`src/rtl/ioctl_cfg_loader.sv`:
```
// ioctl_cfg_loader
// ----------------
// Configuration loader between hps_io and the arcade core. The module-select
// byte and the DIP bytes arrive over the ioctl download channel. They are
// captured into shadow registers while a session is running. At the end of
// each session they are committed to the core in one step. A one-hot module
// decode is registered from the committed module number. A stretched reset
// request is generated for the core. It covers ROM downloads and any change
// of the selected module.
//
// Ports
//   clk_sys         system clock, all logic on the rising edge
//   reset_n         asynchronous active-low reset
//   ioctl_download  download session active
//   ioctl_wr        one-cycle byte write strobe
//   ioctl_index     download target index, stable during a session
//   ioctl_addr      byte address within the session
//   ioctl_dout      write data
//   mod_id          committed module number
//   mod_onehot      registered decode, bit k set when mod_id == k
//   mod_valid       mod_id is below NUM_MODS
//   dip_bank        committed DIP bytes, byte i at [8i+7:8i]
//   cfg_valid       a MOD and a DIP commit have both happened since reset
//   rom_busy        ROM session in progress
//   core_reset      active-high reset request to the core

module ioctl_cfg_loader #(
    parameter int         NUM_MODS   = 18,
    parameter int         DIP_BYTES  = 8,
    parameter int         ADDR_W     = 25,
    parameter logic [7:0] ROM_INDEX  = 8'd0,
    parameter logic [7:0] MOD_INDEX  = 8'd1,
    parameter logic [7:0] DIP_INDEX  = 8'd254,
    parameter int         RST_CYCLES = 16
) (
    input  logic                   clk_sys,
    input  logic                   reset_n,
    input  logic                   ioctl_download,
    input  logic                   ioctl_wr,
    input  logic [7:0]             ioctl_index,
    input  logic [ADDR_W-1:0]      ioctl_addr,
    input  logic [7:0]             ioctl_dout,
    output logic [7:0]             mod_id,
    output logic [NUM_MODS-1:0]    mod_onehot,
    output logic                   mod_valid,
    output logic [8*DIP_BYTES-1:0] dip_bank,
    output logic                   cfg_valid,
    output logic                   rom_busy,
    output logic                   core_reset
);

    localparam int             CNT_W    = $clog2(RST_CYCLES + 1);
    localparam logic [CNT_W-1:0] CNT_LOAD = CNT_W'(RST_CYCLES);

    typedef enum logic [1:0] {
        RUN     = 2'd0,
        HOLD    = 2'd1,
        STRETCH = 2'd2
    } RstState_t;

    logic                   dl_q;
    logic                   sessAct_q;
    logic [7:0]             sessIdx_q;
    logic [7:0]             modSh_q;
    logic [8*DIP_BYTES-1:0] dipSh_q;
    logic [7:0]             modId_q;
    logic [NUM_MODS-1:0]    modOnehot_q;
    logic                   modValid_q;
    logic [8*DIP_BYTES-1:0] dipBank_q;
    logic                   modSeen_q;
    logic                   dipSeen_q;
    logic                   cfgValid_q;
    logic                   romBusy_q;
    RstState_t              state_q;
    logic [CNT_W-1:0]       cnt_q;
    logic                   coreReset_q;

    logic                   startEvt;
    logic                   endEvt;
    logic                   sessIsMod;
    logic                   sessIsDip;
    logic                   sessIsRom;
    logic                   wrEn;
    logic                   romStart;
    logic                   romEnd;
    logic                   modChange;
    logic [NUM_MODS-1:0]    modOnehot_d;
    logic                   modValid_d;

    // Session edge detection and the events derived from it. An end event
    // needs a live session. A falling edge after a reset in the middle of
    // a session therefore commits nothing.
    always_comb begin
        startEvt  = ioctl_download & ~dl_q;
        endEvt    = ~ioctl_download & dl_q & sessAct_q;
        sessIsMod = (sessIdx_q == MOD_INDEX);
        sessIsDip = (sessIdx_q == DIP_INDEX);
        sessIsRom = (sessIdx_q == ROM_INDEX);
        wrEn      = ioctl_wr & ioctl_download & sessAct_q;
        romStart  = startEvt & (ioctl_index == ROM_INDEX);
        romEnd    = endEvt & sessIsRom;
        modChange = endEvt & sessIsMod & (modSh_q != modId_q);
    end

    // Decode of the committed module number. It is registered one cycle
    // behind mod_id. Values outside the module range decode to all zeros.
    always_comb begin
        modOnehot_d = '0;
        for (int k = 0; k < NUM_MODS; k++) begin
            modOnehot_d[k] = ({24'd0, modId_q} == 32'(k));
        end
        modValid_d = ({24'd0, modId_q} < 32'(NUM_MODS));
    end

    // Session tracking. dl_q comes out of reset high. This stops a download
    // that is still asserted when reset is released from looking like a new
    // session, so the rest of that session is ignored.
    always_ff @(posedge clk_sys or negedge reset_n) begin
        if (!reset_n) begin
            dl_q      <= 1'b1;
            sessAct_q <= 1'b0;
            sessIdx_q <= 8'd0;
        end else begin
            dl_q <= ioctl_download;
            if (startEvt) begin
                sessAct_q <= 1'b1;
                sessIdx_q <= ioctl_index;
            end else if (!ioctl_download) begin
                sessAct_q <= 1'b0;
            end
        end
    end

    // Shadow capture. Only writes inside a live MOD or DIP session are
    // taken. Out-of-range addresses leave the shadows alone. DIP bytes that
    // are not rewritten keep their earlier value.
    always_ff @(posedge clk_sys or negedge reset_n) begin
        if (!reset_n) begin
            modSh_q <= 8'd0;
            dipSh_q <= '1;
        end else if (wrEn) begin
            if (sessIsMod && ioctl_addr == '0) begin
                modSh_q <= ioctl_dout;
            end
            if (sessIsDip) begin
                for (int i = 0; i < DIP_BYTES; i++) begin
                    if (ioctl_addr == ADDR_W'(i)) begin
                        dipSh_q[8*i +: 8] <= ioctl_dout;
                    end
                end
            end
        end
    end

    // Commit of the shadows on the end-event cycle. This block also
    // registers the decode, the sticky config-valid flag and the ROM busy
    // flag.
    always_ff @(posedge clk_sys or negedge reset_n) begin
        if (!reset_n) begin
            modId_q     <= 8'd0;
            modOnehot_q <= NUM_MODS'(1);
            modValid_q  <= 1'b1;
            dipBank_q   <= '1;
            modSeen_q   <= 1'b0;
            dipSeen_q   <= 1'b0;
            cfgValid_q  <= 1'b0;
            romBusy_q   <= 1'b0;
        end else begin
            if (endEvt && sessIsMod) begin
                modId_q   <= modSh_q;
                modSeen_q <= 1'b1;
            end
            if (endEvt && sessIsDip) begin
                dipBank_q <= dipSh_q;
                dipSeen_q <= 1'b1;
            end
            modOnehot_q <= modOnehot_d;
            modValid_q  <= modValid_d;
            cfgValid_q  <= modSeen_q & dipSeen_q;
            romBusy_q   <= sessAct_q & sessIsRom;
        end
    end

    // Core reset sequencer. HOLD keeps the core in reset for the whole ROM
    // download. STRETCH counts RST_CYCLES cycles down and then releases the
    // core. core_reset is registered from the next state, so it never
    // glitches low when one reset cause hands over to another.
    always_ff @(posedge clk_sys or negedge reset_n) begin
        if (!reset_n) begin
            state_q     <= STRETCH;
            cnt_q       <= CNT_LOAD;
            coreReset_q <= 1'b1;
        end else begin
            case (state_q)
                RUN: begin
                    if (romStart) begin
                        state_q     <= HOLD;
                        coreReset_q <= 1'b1;
                    end else if (modChange) begin
                        state_q     <= STRETCH;
                        cnt_q       <= CNT_LOAD;
                        coreReset_q <= 1'b1;
                    end else begin
                        coreReset_q <= 1'b0;
                    end
                end
                HOLD: begin
                    coreReset_q <= 1'b1;
                    if (romEnd) begin
                        state_q <= STRETCH;
                        cnt_q   <= CNT_LOAD;
                    end
                end
                STRETCH: begin
                    if (romStart) begin
                        state_q     <= HOLD;
                        coreReset_q <= 1'b1;
                    end else if (modChange) begin
                        cnt_q       <= CNT_LOAD;
                        coreReset_q <= 1'b1;
                    end else if (cnt_q == CNT_W'(1)) begin
                        state_q     <= RUN;
                        coreReset_q <= 1'b0;
                    end else begin
                        cnt_q       <= cnt_q - CNT_W'(1);
                        coreReset_q <= 1'b1;
                    end
                end
                default: begin
                    state_q     <= RUN;
                    coreReset_q <= 1'b0;
                end
            endcase
        end
    end

    // Output mapping, all straight from registers.
    assign mod_id     = modId_q;
    assign mod_onehot = modOnehot_q;
    assign mod_valid  = modValid_q;
    assign dip_bank   = dipBank_q;
    assign cfg_valid  = cfgValid_q;
    assign rom_busy   = romBusy_q;
    assign core_reset = coreReset_q;

endmodule

```
`config.mk`:
```
export PLATFORM = sky130hd
export DESIGN_NAME = ioctl_cfg_loader
export DESIGN_NICKNAME = d
export VERILOG_FILES = /design/src/rtl/ioctl_cfg_loader.sv
export SDC_FILE = /design/constraint.sdc
export NUM_CORES = 1
export LEC_CHECK = 0
export ABC_AREA = 1
export CORE_ASPECT_RATIO = 2
export CORE_MARGIN = 5
export CORE_UTILIZATION = 53
export CTS_BUF_LIST = sky130_fd_sc_hd__clkbuf_16
export CTS_CLUSTER_DIAMETER = 30
export CTS_CLUSTER_SIZE = 16
export DETAILED_ROUTE_END_ITERATION = 10
export HOLD_SLACK_MARGIN = 0.1
export PLACE_DENSITY = 0.85
export SLEW_MARGIN = 0
export SYNTH_ARGS = -nofsm -noshare
export SYNTH_HDL_FRONTEND = slang
export SYNTH_SLANG_ARGS = --single-unit
```
`constraint.sdc`:
```
create_clock -name clk_sys -period 2.5 [get_ports clk_sys]
set_clock_uncertainty 0.1 [all_clocks]
set_input_delay 0.625 -clock clk_sys [delete_from_list [all_inputs] [get_ports clk_sys]]
set_output_delay 0.625 -clock clk_sys [all_outputs]
set_load 0.1 [all_outputs]
```
==> impl_metrics.csv <==
group,metric,value,unit
synthesis,synth_area_per_cell,10.5,um2
floorplanning,rows,63,
synthesis,seq_area_frac_synth,0.608,
sta,drv_slew,0,
power,ir_drop,0.468,mV
place,place_hpwl,13600,um
critical_path,path_class,"input pin to flop",
sta,worst_slack,0.372,ns
critical_path,cp-start-kind,"input pin",
clocking,clk_pin_slew,0.07,ns
grt,grt_max_degree,56,
sta,final.period_utilization,0.851,
outcome,status,"completed",
clocking,insertion_delay,0.42,ns
critical_path,end_kind,"flop",
synthesis,synth_flop_cell,"dfstp_2",
grt,grt_util_all_layers,0.224,
cells_and_area,finalNonFillerCells,1127,
critical_path,path_max_fanout,8,
synthesis,synth_cells,751,
route,drcViolationCount,0,
route,ant_nets,0,
place,place_ws,-0.0842,ns
route,drt-initial-drc-count,205,
synthesis,ys_top_cells_by_count,"nand2_1, dfstp_2, nand3_1",
route,vias,5952,
place,dp_cells,1095,
sta,slew_headroom,0.559,
cells_and_area,drive_above_1_share,0.425,
synthesis,synth_top_cell_by_area,"dfstp_2",
floorplanning,die_y,183,um
floorplanning,die_x,96.3,um
route,wl,18700,um
clocking,holdBufCountCts,0,
run,cap_violations,0,
clocking,htree_num_levels,4,
grt,grt_pass1_vias,6147,
synthesis,synth_seq_cells,185,
cells_and_area,syn2layout_area_growth,28.3,%
floorplanning,initial_core_util,0.536,
clocking,cts_sinks,185,
sta,finalSetupViolCount,0,
floorplanning,fp.coreArea,14700,um2
synthesis,yosysMostFrequentCell,"nand2_1",
synthesis,synth_area_leaders,"dfstp_2, dfrtp_1, nand2_1",
power,power_switching,1.69,mW
cells_and_area,design_area,10100,um2
synthesis,synth_fp_nets,798,
clocking,clock_path_buffers,2,
clocking,cts_buffers,17,
place,portBuffers,138,
power,switching_share,0.268,
grt,grt.busiest_layer,"met2",
critical_path,cp_slowest_stage_delay,0.41,ns
floorplanning,io_pins,139,
power,p_int,4.62,mW
synthesis,ys_async_sr_fraction,1.00,
clocking,cts_root_buf,"clkbuf_16",
grt,grt_pass1_wl,30100,um
sta,fin_crit,2.13,ns
place,dpl-instance-area,9570,um2
power,pwr-share-seq,0.501,
route,first_pass_iters,5,
sta,worst_pin_slew,0.660,ns
sta,timing.final.hold_violations,0,
critical_path,worstPathRequired,2.76,ns
critical_path,path_delay_family,"simple AND/OR/NAND/NOR gates",
grt,grt_util_met2,0.402,
synthesis,synthDistinctLibCells,34,
power,cellLeakagePower,4.94,nW
power,comb_power_share,0.100,
critical_path,cp_num_buf_inv,2,
hold_path,hold_class,"flop to flop",
floorplanning,die_area,17600,um2
sta,rsz0062_at_grt,"no",
critical_path,cp_cell_sequence,"clkdlybuf4s50_1, nor2_2, nand3_1, nor2_2, nand3_4, nor3_4, buf_4, nand3_1, nand2_1",
clocking,postCtsSetupBuffers,0,
sta,fmax,0.470,GHz
grt,grt_use_met3,0.0446,
synthesis,synth_warnings,0,
cells_and_area,antenna_cells,0,
clocking,cts_tree,"done",
synthesis,synth_edf_count,0,
grt,gr-usage-met1,0.246,
synthesis,synth_top_area_share,0.446,
power,p_per_area,623,nW/um2
synthesis,syn_area,7900,um2
sta,tns,0,ns
route,drt-vias-per-instance,5.28,
place,gp_congestion,0.869,
grt,grt.overflow.total,0,
critical_path,crit_arrival,2.39,ns
cells_and_area,layout.nets,966,
clocking,post_cts_resized,0,
grt,antenna_found_initial,1,
power,clockPowerShare,0.399,
route,wire_per_inst,16.6,um
power,finalPower,6.31,mW
critical_path,cp_slowest_cell,"clkdlybuf4s50_1",
[stage by stage]
stage	util	hold slack [ns]
6_report	0.687	0.362
4_1_cts	0.687	0.363
3_5_place_dp	0.649	0.350
5_1_grt	0.687	0.371
3_3_place_gp	0.649	0.348
2_1_floorplan	-	0.229
[logic make-up after synthesis]
group | count (synthesis) | synth area share
buf+inv | 74 | 0.0366
xor+xnor | 4 | 0.00444
fa+ha+maj | 2 | 0.00317
simple gates | 400 | 0.241
compound gates | 21 | 0.0144
flops | 185 | 0.608
mux | 65 | 0.0927
[tightest hold or removal path, delay by kind of cell (launching register included)]
family	cells	cell delay (ns)
flip-flops	1	0.37
AND/OR/NAND/NOR	2	0.09
[sequential cells by signal, indices dropped and copies added (netlist names)]
name	count
cfg_valid	1
cnt_q	5
core_reset	1
dipSeen_q	1
dipSh_q	64
dip_bank	64
dl_q	1
modSeen_q	1
modSh_q	8
mod_id	8
mod_onehot	18
mod_valid	1
rom_busy	1
sessAct_q	1
sessIdx_q	8
state_q	2
[placed cells by master, fill, tap and decap left out, types with 3 or more instances in the layout]
cell / netlist / final
nor2_2: 4 / 3
inv_6: 0 / 8
nor3_1: 5 / 5
clkdlybuf4s50_1: 0 / 43
dfrtp_1: 51 / 51
buf_4: 0 / 123
nor3_4: 8 / 8
mux2_2: 65 / 65
clkbuf_16: 0 / 17
a21oi_1: 5 / 5
clkinv_4: 0 / 3
xnor2_1: 3 / 3
dfstp_2: 134 / 134
and3_1: 3 / 3
nand4_1: 11 / 11
o21ai_0: 13 / 13
nor4_2: 3 / 3
nand2_2: 7 / 7
nor2_1: 42 / 42
nand2_1: 217 / 217
buf_12: 0 / 8
nand3_1: 90 / 89
inv_1: 46 / 46
[metal layers]
layer	part of all wire	routed length, um	up-vias
met5	0.00069	13	-
met4	0.034	642	2
met3	0.051	948	43
met2	0.55	10300	183
met1	0.36	6820	2941
li1	-	-	2783
[final timing paths]
path                                     startpoint                        to  slack, ns  cells past startpoint
max                                  ioctl_addr[17]    dipSh_q[9]$_DFFE_PN1P_       0.37                      9
min                         dipSh_q[31]$_DFFE_PN1P_   dipSh_q[31]$_DFFE_PN1P_       0.36                      2
max reg2reg                sessIdx_q[0]$_DFFE_PN0P_   dipSh_q[60]$_DFFE_PN1P_       0.56                      7
min reg2reg                 dipSh_q[31]$_DFFE_PN1P_   dipSh_q[31]$_DFFE_PN1P_       0.36                      2
max in group asynchronous                   reset_n            dl_q$_DFF_PN1_       1.51                      2
min in group asynchronous                   reset_n  dip_bank[46]$_DFFE_PN1P_       0.38                      1
[layout make-up]
class | instances | area (um2)
Timing Repair Buffer | 175 | 1530
Multi-Input combinational cell | 492 | 2830
Sequential cell | 185 | 4800
Clock buffer | 17 | 425
Tap cell | 195 | 244
Inverter | 48 | 180
Clock inverter | 15 | 130
Fill cell | 1070 | 4610
[power groups by stage]
stage | combinational, mW | sequential (mW) | clock, mW
floorplan | 0.281 | 3.28 | 0
global placement | 0.614 | 3.20 | 0
detailed placement | 0.629 | 3.21 | 0
CTS | 0.635 | 3.16 | 2.55
global route | 0.694 | 3.17 | 2.69
finish | 0.629 | 3.16 | 2.52
Power figures use the tool's default switching activity.
